`src/rtl/uart_tx_fifo.sv`:
```
// UART transmitter with a word FIFO in front of it.
// Frames are start, LSB-first data, optional parity, then stop bits.
`timescale 1ns/1ps
module uart_tx_fifo #(
  parameter int BAUD_DIV    = 868,
  parameter int DATA_BITS   = 8,
  parameter int PARITY_MODE = 0,
  parameter int STOP_BITS   = 1,
  parameter int FIFO_DEPTH  = 16
) (
  input  logic                          sysclk,
  input  logic                          reset,
  input  logic [7:0]                    tx_data,
  input  logic                          tx_valid,
  output logic                          tx_ready,
  output logic                          busy,
  output logic [$clog2(FIFO_DEPTH):0]   fifo_count,
  output logic                          UART_TX
);

  localparam int AW = $clog2(FIFO_DEPTH);
  localparam int CW = AW + 1;
  localparam int BW = $clog2(BAUD_DIV);
  localparam logic [BW-1:0] BAUD_LAST = BW'(BAUD_DIV - 1);
  localparam logic [2:0]    DATA_LAST = 3'(DATA_BITS - 1);
  localparam logic [2:0]    STOP_LAST = 3'(STOP_BITS - 1);
  localparam logic [CW-1:0] DEPTH_C   = CW'(FIFO_DEPTH);

  localparam logic [2:0] ST_IDLE   = 3'd0;
  localparam logic [2:0] ST_START  = 3'd1;
  localparam logic [2:0] ST_DATA   = 3'd2;
  localparam logic [2:0] ST_PARITY = 3'd3;
  localparam logic [2:0] ST_STOP   = 3'd4;

  // Parity over the payload bits only; odd mode inverts the even result.
  function automatic logic parity_f(input logic [7:0] word);
    logic p;
    p = 1'b0;
    for (int i = 0; i < 8; i++) begin
      if (i < DATA_BITS) p = p ^ word[i];
      else               p = p;
    end
    if (PARITY_MODE == 2) p = ~p;
    else                  p = p;
    return p;
  endfunction

  logic [7:0]    mem_r [FIFO_DEPTH];
  logic [AW-1:0] wr_ptr_r, rd_ptr_r;
  logic [CW-1:0] count_r;
  logic [2:0]    state_r;
  logic [BW-1:0] baud_r;
  logic [2:0]    bit_r;
  logic [7:0]    shift_r;
  logic          par_r;
  logic          tx_r;
  logic          push_s, pop_s, bit_end_s, frame_end_s, line_s;

  assign tx_ready    = (count_r < DEPTH_C);
  assign push_s      = tx_valid & tx_ready;
  assign bit_end_s   = (baud_r == BAUD_LAST);
  assign frame_end_s = (state_r == ST_STOP) && bit_end_s && (bit_r == STOP_LAST);
  // A word leaves the FIFO either from idle or exactly at the end of a frame.
  assign pop_s       = (count_r != {CW{1'b0}}) && ((state_r == ST_IDLE) || frame_end_s);
  assign busy        = (state_r != ST_IDLE) || (count_r != {CW{1'b0}});
  assign fifo_count  = count_r;
  assign UART_TX     = tx_r;

  // FIFO storage write port.
  always_ff @(posedge sysclk) begin
    if (push_s) mem_r[wr_ptr_r] <= tx_data;
  end

  // FIFO pointers and occupancy; pointers wrap naturally at the power-of-2 depth.
  always_ff @(posedge sysclk or negedge reset) begin
    if (!reset) begin
      wr_ptr_r <= {AW{1'b0}};
      rd_ptr_r <= {AW{1'b0}};
      count_r  <= {CW{1'b0}};
    end else begin
      if (push_s) wr_ptr_r <= wr_ptr_r + 1'b1;
      if (pop_s)  rd_ptr_r <= rd_ptr_r + 1'b1;
      case ({push_s, pop_s})
        2'b10:   count_r <= count_r + 1'b1;
        2'b01:   count_r <= count_r - 1'b1;
        default: count_r <= count_r;
      endcase
    end
  end

  // Shift register and parity bit captured from the popped word.
  always_ff @(posedge sysclk or negedge reset) begin
    if (!reset) begin
      shift_r <= 8'h00;
      par_r   <= 1'b0;
    end else if (pop_s) begin
      shift_r <= mem_r[rd_ptr_r];
      par_r   <= parity_f(mem_r[rd_ptr_r]);
    end else if ((state_r == ST_DATA) && bit_end_s) begin
      shift_r <= {1'b0, shift_r[7:1]};
    end
  end

  // Frame sequencer with baud and bit counters.
  always_ff @(posedge sysclk or negedge reset) begin
    if (!reset) begin
      state_r <= ST_IDLE;
      baud_r  <= {BW{1'b0}};
      bit_r   <= 3'd0;
    end else begin
      if (state_r == ST_IDLE || bit_end_s) baud_r <= {BW{1'b0}};
      else                                 baud_r <= baud_r + 1'b1;
      case (state_r)
        ST_IDLE: begin
          if (pop_s) state_r <= ST_START;
        end
        ST_START: begin
          if (bit_end_s) begin
            state_r <= ST_DATA;
            bit_r   <= 3'd0;
          end
        end
        ST_DATA: begin
          if (bit_end_s) begin
            if (bit_r == DATA_LAST) begin
              bit_r   <= 3'd0;
              state_r <= (PARITY_MODE != 0) ? ST_PARITY : ST_STOP;
            end else begin
              bit_r <= bit_r + 1'b1;
            end
          end
        end
        ST_PARITY: begin
          if (bit_end_s) begin
            state_r <= ST_STOP;
            bit_r   <= 3'd0;
          end
        end
        ST_STOP: begin
          if (bit_end_s) begin
            if (bit_r == STOP_LAST) begin
              bit_r   <= 3'd0;
              state_r <= pop_s ? ST_START : ST_IDLE;
            end else begin
              bit_r <= bit_r + 1'b1;
            end
          end
        end
        default: begin
          state_r <= ST_IDLE;
          bit_r   <= 3'd0;
        end
      endcase
    end
  end

  // Line level for the current state, registered one cycle later.
  always_comb begin
    line_s = 1'b1;
    case (state_r)
      ST_IDLE:   line_s = 1'b1;
      ST_START:  line_s = 1'b0;
      ST_DATA:   line_s = shift_r[0];
      ST_PARITY: line_s = par_r;
      ST_STOP:   line_s = 1'b1;
      default:   line_s = 1'b1;
    endcase
  end

  // Registered serial output.
  always_ff @(posedge sysclk or negedge reset) begin
    if (!reset) tx_r <= 1'b1;
    else        tx_r <= line_s;
  end

endmodule
```
`config.mk`:
```
export PLATFORM = sky130hd
export DESIGN_NAME = uart_tx_fifo
export DESIGN_NICKNAME = d
export VERILOG_FILES = /design/src/rtl/uart_tx_fifo.sv
export SDC_FILE = /design/constraint.sdc
export NUM_CORES = 1
export LEC_CHECK = 0
export BUFFER_PORTS_ARGS = -buffer_cell sky130_fd_sc_hd__buf_2
export CORE_MARGIN = 2
export CORE_UTILIZATION = 58
export CTS_BUF_LIST = sky130_fd_sc_hd__clkbuf_2 sky130_fd_sc_hd__clkbuf_4 sky130_fd_sc_hd__clkbuf_8
export DETAILED_ROUTE_END_ITERATION = 6
export PLACE_DENSITY = 0.81
export SYNTH_ARGS = -nofsm -noshare
export SYNTH_HDL_FRONTEND = slang
export SYNTH_SLANG_ARGS = --single-unit
export TNS_END_PERCENT = 50
```
`constraint.sdc`:
```
create_clock -name sysclk -period 2.5 [get_ports sysclk]
set_clock_uncertainty 0.15 [all_clocks]
set_input_delay 0.25 -clock sysclk [delete_from_list [all_inputs] [get_ports sysclk]]
set_output_delay 0.25 -clock sysclk [all_outputs]
set_load 0.1 [all_outputs]
```
; Yosys cells after proc, flatten, opt, wreduce, memory -nomap -nowiden
; Memories as Yosys holds them, arrays and structs flattened.
; Cells that the tools add are included.
[totals]
reg_bits = 39
latchBits = 0
ram_bits = 128
romBits = 0
out_inout_bits = 8
memories = 1
[mem_list]
columns = name, words, width, read_ports, rd_ports_with_merged_regs, wr, line
row1 = mem_r, 16, 8, 1, 0, 1, 48  ; logic [7:0] mem_r [FIFO_DEPTH];
[classes]
add_sub_neg = 6
multipliers = 0
div = 0
order_cmp = 1
n_eq_ne = 16
shifts = 0
n_mux = 29
bitwise = 9
n_reduce_logical = 16
[op_table]
columns = cell, count
row1 = 3-bit two-way mux, 12
row2 = 8-bit two-way mux, 2
row3 = 3-bit case mux with 5 select lines, 1
row4 = 3-bit case mux with 4 select lines, 1
row5 = 10-bit by 1-bit adder with 10-bit output (second input constant), 1
row6 = 10-bit equality test (second input constant), 1
row7 = 1-bit two-way mux, 10
row8 = 10-bit two-way mux, 1
row9 = 2-bit != test (second input constant), 5
row10 = 5-bit case mux with 2 select lines, 1
row11 = 4-bit by 1-bit adder with 4-bit output (second input constant), 2
row12 = 7-bit AND reduction, 1
row13 = 1-bit XOR, 7
row14 = 3-bit by 2-bit equality test with 1-bit output (second input constant), 2
row15 = 3-bit equality test (second input constant), 2
row16 = 3-bit zero test, 2
row17 = 2-bit by 1-bit != test with 1-bit output (second input constant), 3
row18 = 5-bit by 1-bit adder with 5-bit output (second input constant), 1
row19 = 5-bit less-than comparator (second input constant), 1
row20 = 5-bit nonzero test, 1
row21 = 5-bit by 1-bit subtractor with 5-bit output (second input constant), 1
row22 = 1-bit logical AND, 4
row23 = 4-bit AND reduction, 1
row24 = 2-bit nonzero test, 2
row25 = 10 further kinds, 12

; Logic depth before layout (Yosys ltp)
; Gate-level depths: netlist of run 1.
[logic_depth]
word_depth = 19
ltp_mapped = 14
depth_no_buf = 14

; Least setup slack after synthesis of run 1
; No wires, ideal clock.
[synth_path]
path_type = register to register
start = register count_r[2], in the netlist fifo_count[2]
end = register count_r[4], in the netlist fifo_count[4]
setup_time_ps = 156
arrival_time_ps = 2663
required_time_ps = 2194
path_slack_ps = -469
path_stages_with_launch = 13
n_path_buf = 0
cell_sequence = dfrtp_1 -> nor3_1 -> nand2_1 -> nand3_1 -> inv_1 -> ha_1 -> xor2_1 -> ha_1 -> nand3_1 -> o21ai_0 -> a222oi_1 -> nor2_1 -> xnor2_1
[synth_between]
elab_chain_len = 4
elab_cells_between_ends = 10
classes_between = add/sub (2) / order compare (1) / eq/ne (2) / mux (1) / bitwise (1) / reduce/logical (3)
[synth_lines]
columns = element, line
row1 = start: declaration, 50  ; logic [CW-1:0] count_r;
row2 = start signal: assignment, 79  ; count_r <= {CW{1'b0}};
row3 = start signal: assignment, 84  ; 2'b10: count_r <= count_r + 1'b1;
row4 = start signal: assignment, 85  ; 2'b01: count_r <= count_r - 1'b1;
row5 = 5-bit less-than comparator or 5-bit nonzero test (tied branches), "59, 64"
row6 = 1-bit AND or 1-bit logical AND (tied branches), "60, 64"
row7 = 2-bit by 1-bit equality test with 1-bit output or 2-bit equality test (tied branches), 83  ; case ({push_s, pop_s})
row8 = 5-bit case mux with 2 select lines or 2-bit nonzero test (tied branches), -
; Parallel ways exist; a longest one is shown, timed or not.
; A chain may end at the register's enable or synchronous reset.

; Worst setup path after layout of run 1
[layout_path]
start = register baud_r[8]
end = register count_r[4], in the netlist fifo_count[4]
[layout_between]
elab_chain_len = 7
elab_cells_between_ends = 9
classes_between = eq/ne (3) / mux (1) / reduce/logical (5)
[layout_lines]
columns = element, line
row1 = start: declaration, 52  ; logic [BW-1:0] baud_r;
row2 = start signal: assignment, 108  ; baud_r <= {BW{1'b0}};
row3 = start signal: assignment, 111  ; if (state_r == ST_IDLE || bit_end_s) baud_r <= {BW{1'b0}};
row4 = start signal: assignment, 112  ; else baud_r <= baud_r + 1'b1;
row5 = 10-bit equality test *, 61  ; assign bit_end_s = (baud_r == BAUD_LAST);
row6 = 1-bit logical AND * (2 in series), 62  ; assign frame_end_s = (state_r == ST_STOP) && bit_end_s && (bit_r == STOP_LAST);
row7 = 1-bit logical OR *, 64  ; assign pop_s = (count_r != {CW{1'b0}}) && ((state_r == ST_IDLE) || frame_end_s);
row8 = 1-bit logical AND *, 64
row9 = 2-bit by 1-bit equality test with 1-bit output or 2-bit equality test (tied branches), 83
row10 = 5-bit case mux with 2 select lines or 2-bit nonzero test (tied branches), -
row11 = end signal: assignment, 84
row12 = end signal: assignment, 85
row13 = end signal: assignment, 86  ; default: count_r <= count_r;
; Every way passes the cells marked *; elsewhere a longest branch is shown, timed or not.

==> metrics.yaml, run 1 <==
initial_core_util: 0.592
regArea_um2: 4840
finalWirelength_mm: 14.0
maxCapViolations: 0
fp.dieArea_um2: 13100
layout_commonest_cell: "edfxtp_1"
synth_nets: 455
cts_buffers: 17
fin_crit_sh: 1.02
holdCritStartpoint: "tx_data[0]"
multi_input_area_um2: 2140
crit_path_max_fanout: 3
worst-endpoint-required_ps: 2710
portBuffers: 18
fin_util: 0.683
num_vias: 3968
grt_max_degree: 40
synthFlopType: "edfxtp_1"
grt_usage: 0.232
grt_pass1_wl_mm: 21.9
h-tree-depth: 4
viasPerCell: 5.98
rsz0062_at_grt: "true"
tns_ps: -81.5
synth_edf_count: 128
cts_tree: "yes"
fin_ws_ps: -40.7
vdd_drop_max_v: 0.000448
final_cell_mix: "128 x edfxtp_1, 45 x buf_4, 38 x nor2_1, 32 x dfrtp_1, 22 x mux4_2"
num_io_pins: 19
grt_overflow_total: 0
total_power_uw: 6320
reg2reg_from: "baud_r[8]"
drc: 0
grt_pass1_vias: 3987
synthCells: 432
clk_latency_ps: 470
antenna_found_initial: 0
arrival_ps: 2750
dieHeight_um: 114
drtAntennaViolNets: 0
slew_violations: 0
dp_hpwl_mm: 9.12
maxSlewHeadroom: 0.392
fin_crit_ps: 2540
async_flop_share: 0.234
drive_gt1_frac: 0.292
violations: "negative setup slack"
clock-sinks: 167
ys_seq_area_frac: 0.681
startpoint: "baud_r[8]"
status: "finished with violations"
final_nets: 528
wl_per_cell_um: 21.1
fmaxAchievable_ghz: 0.394
syn_area_per_cell_um2: 16.4
drt_pass1_iterations: 5
hold_viol_final: 0
synthToLayoutAreaGrowth_pct: 15.4
drtIter0Drc: 417
fill_cells: 759
setup-violations-final: 2
yosysWarnings: 0
crit_path_end_kind: "register"
n_antenna_cell: 0
clkTransAtPathRegs_ps: 90
finalWeightedCongestion: 0.804
synth.cell_area_um2: 7080
ys_types: 46
root_buffer: "clkbuf_8"
hp-class: "primary input to register"
placementRows: 40
cellLeakagePower_uw: 0.00302
tightest_slew_ps: 912
die-width_um: 114
critPathLaunchType: "register"
cts_max_path_buffers: 2
cellPowerDensity_nw_per_um2: 773
coreArea_um2: 12000
ys_ff_latch: 167
crit_type: "register to register"
pre_cts_ws_ps: -68.9
==> flip-flops by register name, summed over array words and instances, names as in the netlist <==
register and cells:
mem_r 128, baud_r 10, shift_r 8, fifo_count 5, rd_ptr_r 4, wr_ptr_r 4
bit_r 3, state_r 3, UART_TX 1, par_r 1
==> path summary, 6_finish.rpt <==
| path | depth (start not counted) | endpoint | slack, ps |
|---|---|---|---|
| max | 12 | fifo_count[4] | -40 |
| min | 1 | mem_r[12][0] | 20 |
| max reg2reg | 12 | fifo_count[4] | -40 |
| min reg2reg | 1 | baud_r[0] | 340 |
| max in group asynchronous | 2 | fifo_count[1] | 1250 |
| min in group asynchronous | 2 | baud_r[6] | 300 |
==> metal layers <==
layer	track usage	up-vias	part of all wire
met5	0	-	0
met4	0.107	0	0.022
met3	0.0418	25	0.062
met2	0.385	144	0.53
met1	0.302	2000	0.39
li1	-	1799	-
==> layout make-up <==
type / count / area share
Clock buffer: 18 / 0.0296
Clock inverter: 13 / 0.0176
Inverter: 14 / 0.00643
Multi-Input combinational cell: 230 / 0.261
Sequential cell: 167 / 0.592
Tap cell: 147 / 0.0225
Timing Repair Buffer: 75 / 0.0707
==> power breakdown <==
group | total (µW) | switching [µW] | internal (µW) | leakage, µW
Combinational | 1060 | 754 | 305 | 0.00120
Sequential | 3360 | 148 | 3210 | 0.00163
Clock | 1900 | 992 | 904 | 0.000190
Total | 6320 | 1890 | 4420 | 0.00302
==> cells by family (layout without fill, tap and decap cells) <==
logic type	after synthesis	after routing	share of synthesized area
flops	167	167	0.681
xor+xnor	28	28	0.0346
buf+inv	35	120	0.0295
simple gates	100	100	0.0645
compound gates	47	47	0.0445
fa+ha+maj	12	12	0.0212
mux	43	43	0.124
==> stage by stage <==
stage | hold slack, ps | cell area [µm²] | std cells
after floorplan | -196 | 7120 | 432
after global placement | 263 | 7590 | 619
after detailed placement | 277 | 7590 | 619
after CTS | 5.74 | 8060 | 659
after global routing | 24.2 | 8170 | 664
final | 22.7 | 8170 | 664
==> synth_stat cells, types with 3 or more instances <==
cell type  number  area share
clkbuf_1       10      0.0053
a22oi_1        14       0.015
a21oi_1         8      0.0057
nor3_1          8      0.0057
clkbuf_8        3      0.0058
mux4_1         13       0.048
xnor2_1        21       0.026
inv_1          14      0.0074
o21ai_0        11      0.0078
nand2b_1        4      0.0035
mux4_2         19       0.060
nand3_1         9      0.0064
xor2_1          7      0.0087
nor2_1         39       0.021
dfrtp_1        38        0.13
buf_6           3      0.0048
nand2_1        25       0.013
mux2i_1        10       0.014
ha_1           12       0.021
o31ai_1         4      0.0042
edfxtp_1      128        0.54
==> repair_timing <==
action	in CTS	in global routing
hold endpoints to repair	116	0
resized for setup	0	25
endpoints found under the setup margin	2	4
setup buffers	2	5
pin swaps	1	13
hold buffers	7	0
==> worst max-delay path, stage by stage (launching register included) <==
cell and delay, ps:
dfrtp_1 390, and4_4 240, nand4b_1 120, o21ai_1 200
nand3_2 120, inv_2 110, ha_4 160, xor2_2 140
ha_2 210, nor2_2 40, a222oi_1 310, nor2_1 110
xnor2_1 130
No activity file was read; power rests on OpenSTA's default activity.
==> inputs of run 2 (changes only) <==
clock period = 2.32 ns   (was 2.5 ns; I/O delays follow)
==> run 2 against run 1 <==
The run still ends with negative setup slack left. Wire length rose by 1.0%. Design area rose by 2.2%. Count of clock-buffer cells in the layout fell by 1. Final cell count rose by 2.6%. Highest routed layer unchanged.
==> metrics.yaml, run 2 (synthesis gave the netlist of run 1 again) <==
crit_path_end_kind: "register"
drive_gt1_frac: 0.322  # +0.0300
status: "finished with violations"
fin_crit_sh: 1.08  # +0.0625
antenna_found_initial: 0  # unchanged
largest_reg_flops: 128  # unchanged
cts_max_path_buffers: 2  # unchanged
cp_slowest_stage_delay_ps: 360  # -30 ps
hp-class: "primary input to register"
clkTransAtPathRegs_ps: 90  # about the same
grt_pass1_vias: 4127  # +3.5%
synthToLayoutAreaGrowth_pct: 17.9
cts_tree: "yes"
initial_core_util: 0.592  # unchanged
tightest_slew_ps: 924  # +11.5 ps
grt_max_degree: 40  # unchanged
arrival_ps: 2690  # -60 ps
hold_slack_ps: 16.3  # -6.44 ps
worst-endpoint-required_ps: 2510  # -200 ps
final_cell_mix: "128 x edfxtp_1, 63 x buf_4, 39 x nor2_1, 32 x dfrtp_1, 22 x mux4_2"
final_nets: 544  # +3.0%
cpMaxStageDelayCell: "dfrtp_1"
timing.reg2reg.setup_slack_ps: -180  # -140 ps
h-tree-depth: 4  # unchanged
fmaxAchievable_ghz: 0.400  # +1.5%
finalWeightedCongestion: 0.824  # +2.5%
coreArea_um2: 12000  # unchanged
wl_per_cell_um: 20.8  # -1.5%
slew_violations: 0  # unchanged
post_dp_cell_area_um2: 7700  # +1.6%
fin_ws_ps: -183  # -142 ps
fill_cells: 727  # -4.2%
dp_hpwl_mm: 9.28  # +1.8%
n_antenna_cell: 0  # unchanged
cellLeakagePower_uw: 0.00314  # +4.1%
finalWirelength_mm: 14.2  # +1.0%
layout_commonest_cell: "edfxtp_1"
finalInstanceArea_um2: 8350  # +2.2%
critPathLaunchType: "register"
setup-violations-final: 4  # +2
die-width_um: 114  # unchanged
crit_path_max_fanout: 5  # +2
clock-sinks: 167  # unchanged
viasPerCell: 5.89  # -1.4%
hold_viol_final: 0  # unchanged
drtAntennaViolNets: 0  # unchanged
cts_buffers: 17  # unchanged
drt_pass1_iterations: 5  # unchanged
grt_usage: 0.229  # -0.00311
maxSlewHeadroom: 0.384  # -0.00765
crit_type: "register to register"
grt_overflow_total: 0  # unchanged
vdd_drop_max_v: 0.000663  # +48%
grt_pass1_wl_mm: 21.8  # about the same
dieHeight_um: 114  # unchanged
path_cells: "and4_1 -> nand4b_1 -> o21ai_1 -> nand3_1 -> inv_2 -> ha_4 -> buf_4 -> buf_6 -> inv_4 -> nand3_1 -> o21ai_1 -> a222oi_1 -> nor2_1 -> xor2_1"
violations: "negative setup slack"
root_buffer: "clkbuf_8"
num_io_pins: 19  # unchanged
rsz0062_at_grt: "true"
top_regs: "mem_r: 128 flops, baud_r: 10 flops, shift_r: 8 flops"
largest-register: "mem_r"
placementRows: 40  # unchanged
maxCapViolations: 0  # unchanged
num_vias: 4011  # +1.1%
clk_latency_ps: 450  # -20 ps
cellPowerDensity_nw_per_um2: 837  # +8.2%
drtIter0Drc: 480  # +15%
fp.dieArea_um2: 13100  # unchanged
drc: 0  # unchanged
portBuffers: 18  # unchanged
fin_crit_ps: 2500  # -37.8 ps
[run 2: per-layer routing]
| layer | track usage | part of all wire |
|---|---|---|
| met4 | 0.0748 | 0.024 |
| met1 | 0.300 | 0.39 |
| met5 | 0 | 0 |
| met2 | 0.381 | 0.52 |
| met3 | 0.0582 | 0.066 |
[run 2: critical path, delay by kind of cell (launching register included)]
family,cells,cell delay [ps]
DFF,1,360
AOI/OAI and AO/OA,3,510
and+or+nand+nor,5,730
adders and majority gates,1,130
xor gates and xnor gates,1,170
buffers and inverters,4,350
[run 2: layout make-up]
cell class / count / area, µm² / share of cell area
inverters: 14 / 55.1 / 0.00659
flip-flops and latches: 167 / 4840 / 0.579
clock buffers: 17 / 234 / 0.0280
well taps: 147 / 184 / 0.0220
clock inverters: 15 / 189 / 0.0226
multi-input cells: 230 / 2140 / 0.257
repair buffers: 91 / 707 / 0.0847
[run 2: timing repair]
item	4_1_cts	5_1_grt
endpoints found under the hold margin	81	0
resized for setup	7	19
hold buffers	5	0
cloned	0	1
setup buffers	4	5
pin swaps	6	12
endpoints found under the setup margin	5	6
[run 2: worst paths after layout]
check	to	depth (start not counted)	startpoint
setup reg to reg	fifo_count[3]	14	baud_r[8]
max in group asynchronous	fifo_count[4]	2	reset
setup / recovery	fifo_count[3]	14	baud_r[8]
min in group asynchronous	baud_r[9]	2	reset
hold / removal	mem_r[10][6]	1	tx_data[6]
hold reg to reg	UART_TX	2	shift_r[0]
[run 2: power breakdown]
group	internal (µW)	switching [µW]
Sequential	3460	129
Combinational	361	852
Clock	1090	1090
Total	4910	2070
[run 2: metrics by stage]
stage,instances,power [µW],setup WS [ps],utilization,setup TNS [ps]
floorplan,432,4470,-212,-,-401
global placement,634,4790,-210,0.644,-272
detailed placement,634,4840,-175,0.644,-460
CTS,675,7000,-170,0.688,-490
global route,681,7250,-333,0.698,-1130
finish,681,6980,-183,0.698,-572
==> inputs of run 3 (changes only) <==
BUFFER_PORTS_ARGS = unset   (was -buffer_cell sky130_fd_sc_hd__buf_2)
CORE_UTILIZATION = 59   (was 58)
DONT_BUFFER_PORTS = 1   (was unset)
PLACE_DENSITY = 0.78   (was 0.81)
==> run 3 against run 2 <==
The flow still finishes with violations (negative setup slack). Utilization rose by 2.1 points. Power shrank 0.14%. Register-to-register slack barely moved. Worst setup slack better by 6.1 ps. Hold slack gained 37 ps. Clock power shrank 3%. Maximum frequency up 0.24%. Sequential share of layout area down 1.2 points. Sequential power hardly changed. Flip-flop and latch count is the same. First-iteration DRC count fell by 5.6%. Critical path type unchanged. Critical endpoint is now fifo_count[4].
==> metrics.yaml, run 3 (synthesis gave the netlist of run 1 again) <==
drtIter0Drc: 453  # -5.6%
slew_violations: 0  # unchanged
top_regs: "mem_r: 128 flops, baud_r: 10 flops, shift_r: 8 flops"
final_cell_mix: "128 x edfxtp_1, 67 x buf_4, 37 x nor2_1, 32 x dfrtp_1, 31 x mux4_2"
antenna_found_initial: 0  # unchanged
critPathLaunchType: "register"
coreArea_um2: 11900  # -0.84%
hold_slack_ps: 53.2  # +37.0 ps
grt-busiest-layer: "met2"
grt_max_degree: 40  # unchanged
p_sw_uw: 2150  # +3.8%
maxCapViolations: 0  # unchanged
fill_cells: 687  # -5.5%
gr-usage-met3: 0.0606  # +0.00234
cts_tree: "yes"
p_seq_frac: 0.517  # +0.003
largest-register: "mem_r"
hp-class: "primary input to async pin"
fin_crit_ps: 2500  # -6.12 ps
drt_pass1_iterations: 6  # +1
fin_ws_ps: -177  # +6.12 ps
hold_viol_final: 0  # unchanged
arrival_ps: 2700  # about the same
cellPowerDensity_nw_per_um2: 818  # -2.2%
pwr-share-clk: 0.302  # -0.010
initial_core_util: 0.597  # +0.00499
h-tree-depth: 4  # unchanged
use_met1: 0.313  # +0.0130
num_vias: 4100  # +2.2%
grt_pass1_wl_mm: 22.8  # +4.3%
grt_usage: 0.242  # +0.0126
num_io_pins: 19  # unchanged
maxSlewHeadroom: 0.564  # +0.180
wl_per_cell_um: 21.6  # +3.7%
fin_crit_sh: 1.08  # -0.00264
cpMaxStageDelayCell: "dfrtp_1"
grt_pass1_vias: 4265  # +3.3%
crit_type: "register to register"
finalWirelength_mm: 14.7  # +3.7%
sw_frac_of_total: 0.308  # +0.0118
clkTransAtPathRegs_ps: 90  # about the same
cts_max_path_buffers: 2  # unchanged
p_int_uw: 4830  # -1.8%
root_buffer: "clkbuf_8"
cts_buffers: 17  # unchanged
status: "finished with violations"
largest_reg_flops: 128  # unchanged
viasPerCell: 6.02  # +2.2%
drtAntennaViolNets: 0  # unchanged
met2_usage: 0.406  # +0.0253
cp_top_family: "simple AND/OR/NAND/NOR gates"
synthToLayoutAreaGrowth_pct: 20.4
tightest_slew_ps: 651  # -273 ps
fp.dieArea_um2: 12900  # -1.6%
die-width_um: 114  # -0.82%
cp_slowest_stage_delay_ps: 390  # +30 ps
grt_overflow_total: 0  # unchanged
vdd_drop_max_v: 0.000615  # -7.4%
p_comb_frac: 0.181  # +0.007
dp_hpwl_mm: 8.67  # -6.6%
drc: 0  # unchanged
clk_latency_ps: 470  # +20 ps
drive_gt1_frac: 0.369  # +0.0468
clock-sinks: 167  # unchanged
portBuffers: 0  # -18
crit_path_max_fanout: 3  # -2
fmaxAchievable_ghz: 0.401  # +0.24%
finalWeightedCongestion: 0.812  # -1.5%
placementRows: 40  # unchanged
cellLeakagePower_uw: 0.00314  # about the same
crit_path_end_kind: "register"
violations: "negative setup slack"
dieHeight_um: 114  # -0.82%
path_buf_inv: 1  # -3
layout_commonest_cell: "edfxtp_1"
final_nets: 544  # unchanged
path_cells: "nor3_2 -> nand4b_1 -> o21ai_2 -> nand3_2 -> inv_2 -> ha_4 -> xor2_1 -> ha_2 -> nor2_1 -> a222oi_1 -> nor2_1 -> xnor2_1"
n_antenna_cell: 0  # unchanged
worst-endpoint-required_ps: 2520  # about the same
total_power_uw: 6970  # -0.14%
rsz0062_at_grt: "true"
setup-violations-final: 5  # +1
crit_top_cell: "nor2_1"
run 3: changes by cell type in the layout (fill, tap and decap cells not counted), moves of 4 or more:
cell	change
nand2_1	-4
dlygate4sd3_1	+4
a22oi_1	-7
buf_4	+4
a22oi_2	+7
mux4_2	+9
nand2_2	+4
buf_6	+5
mux4_1	-9
buf_2	-17
run 3: worst paths after layout:
path / startpoint / end / slack [ps] / depth (start not counted)
worst max-delay path: baud_r[7] / fifo_count[4] / -180 / 12
worst min-delay path: reset / baud_r[9] / 50 / 2
worst max register to register: baud_r[7] / fifo_count[4] / -180 / 12
worst min register to register: baud_r[0] / baud_r[0] / 390 / 2
max in group asynchronous: reset / UART_TX / 1680 / 2
min in group sysclk: tx_valid / wr_ptr_r[0] / 60 / 3
run 3: through the flow:
step | utilization | cells | cell area (µm²) | setup TNS [ps] | setup slack (ps)
2_1_floorplan | - | 432 | 7120 | -401 | -212
3_3_place_gp | 0.645 | 621 | 7650 | -179 | -96.3
3_5_place_dp | 0.645 | 621 | 7650 | -539 | -168
4_1_cts | 0.711 | 677 | 8430 | -378 | -144
5_1_grt | 0.718 | 681 | 8520 | -1370 | -316
6_report | 0.718 | 681 | 8520 | -486 | -177
run 3: layout make-up:
cell class / count / area, µm² / share of cell area
flip-flops and latches: 167 / 4840 / 0.567
multi-input cells: 230 / 2210 / 0.260
repair buffers: 91 / 833 / 0.0978
clock buffers: 17 / 234 / 0.0275
well taps: 147 / 184 / 0.0216
clock inverters: 15 / 165 / 0.0194
inverters: 14 / 57.6 / 0.00675
run 3: worst reg2reg max path: cells and delay by family, from the launching register on:
family | cells | cell delay, ps
compound gates | 2 | 440
xor+xnor | 2 | 310
fa+ha+maj | 2 | 370
buf+inv | 1 | 90
flops | 1 | 390
simple gates | 5 | 640
run 3: timing repair:
item / 4_1_cts / 5_1_grt
setup endpoints to repair: 6 / 12
hold buffers: 10 / 0
gates resized for setup: 44 / 32
buffers inserted: 12 / 7
pin swaps: 18 / 27
hold endpoints to repair: 167 / 0
gates cloned: 3 / 0
run 3: power by group through the flow:
stage | Clock [µW] | Sequential, µW | Combinational (µW)
final | 2110 | 3600 | 1260
after global placement | 0 | 3640 | 1100
after detailed placement | 0 | 3650 | 1130
after global routing | 2260 | 3620 | 1340
after CTS | 2120 | 3590 | 1230
after floorplan | 0 | 3960 | 513
run 3: metal layers:
metal / share of wire / vias to the layer above
met5: 0 / -
met4: 0.016 / 0
met3: 0.063 / 20
met2: 0.52 / 163
met1: 0.40 / 2089
li1: - / 1828
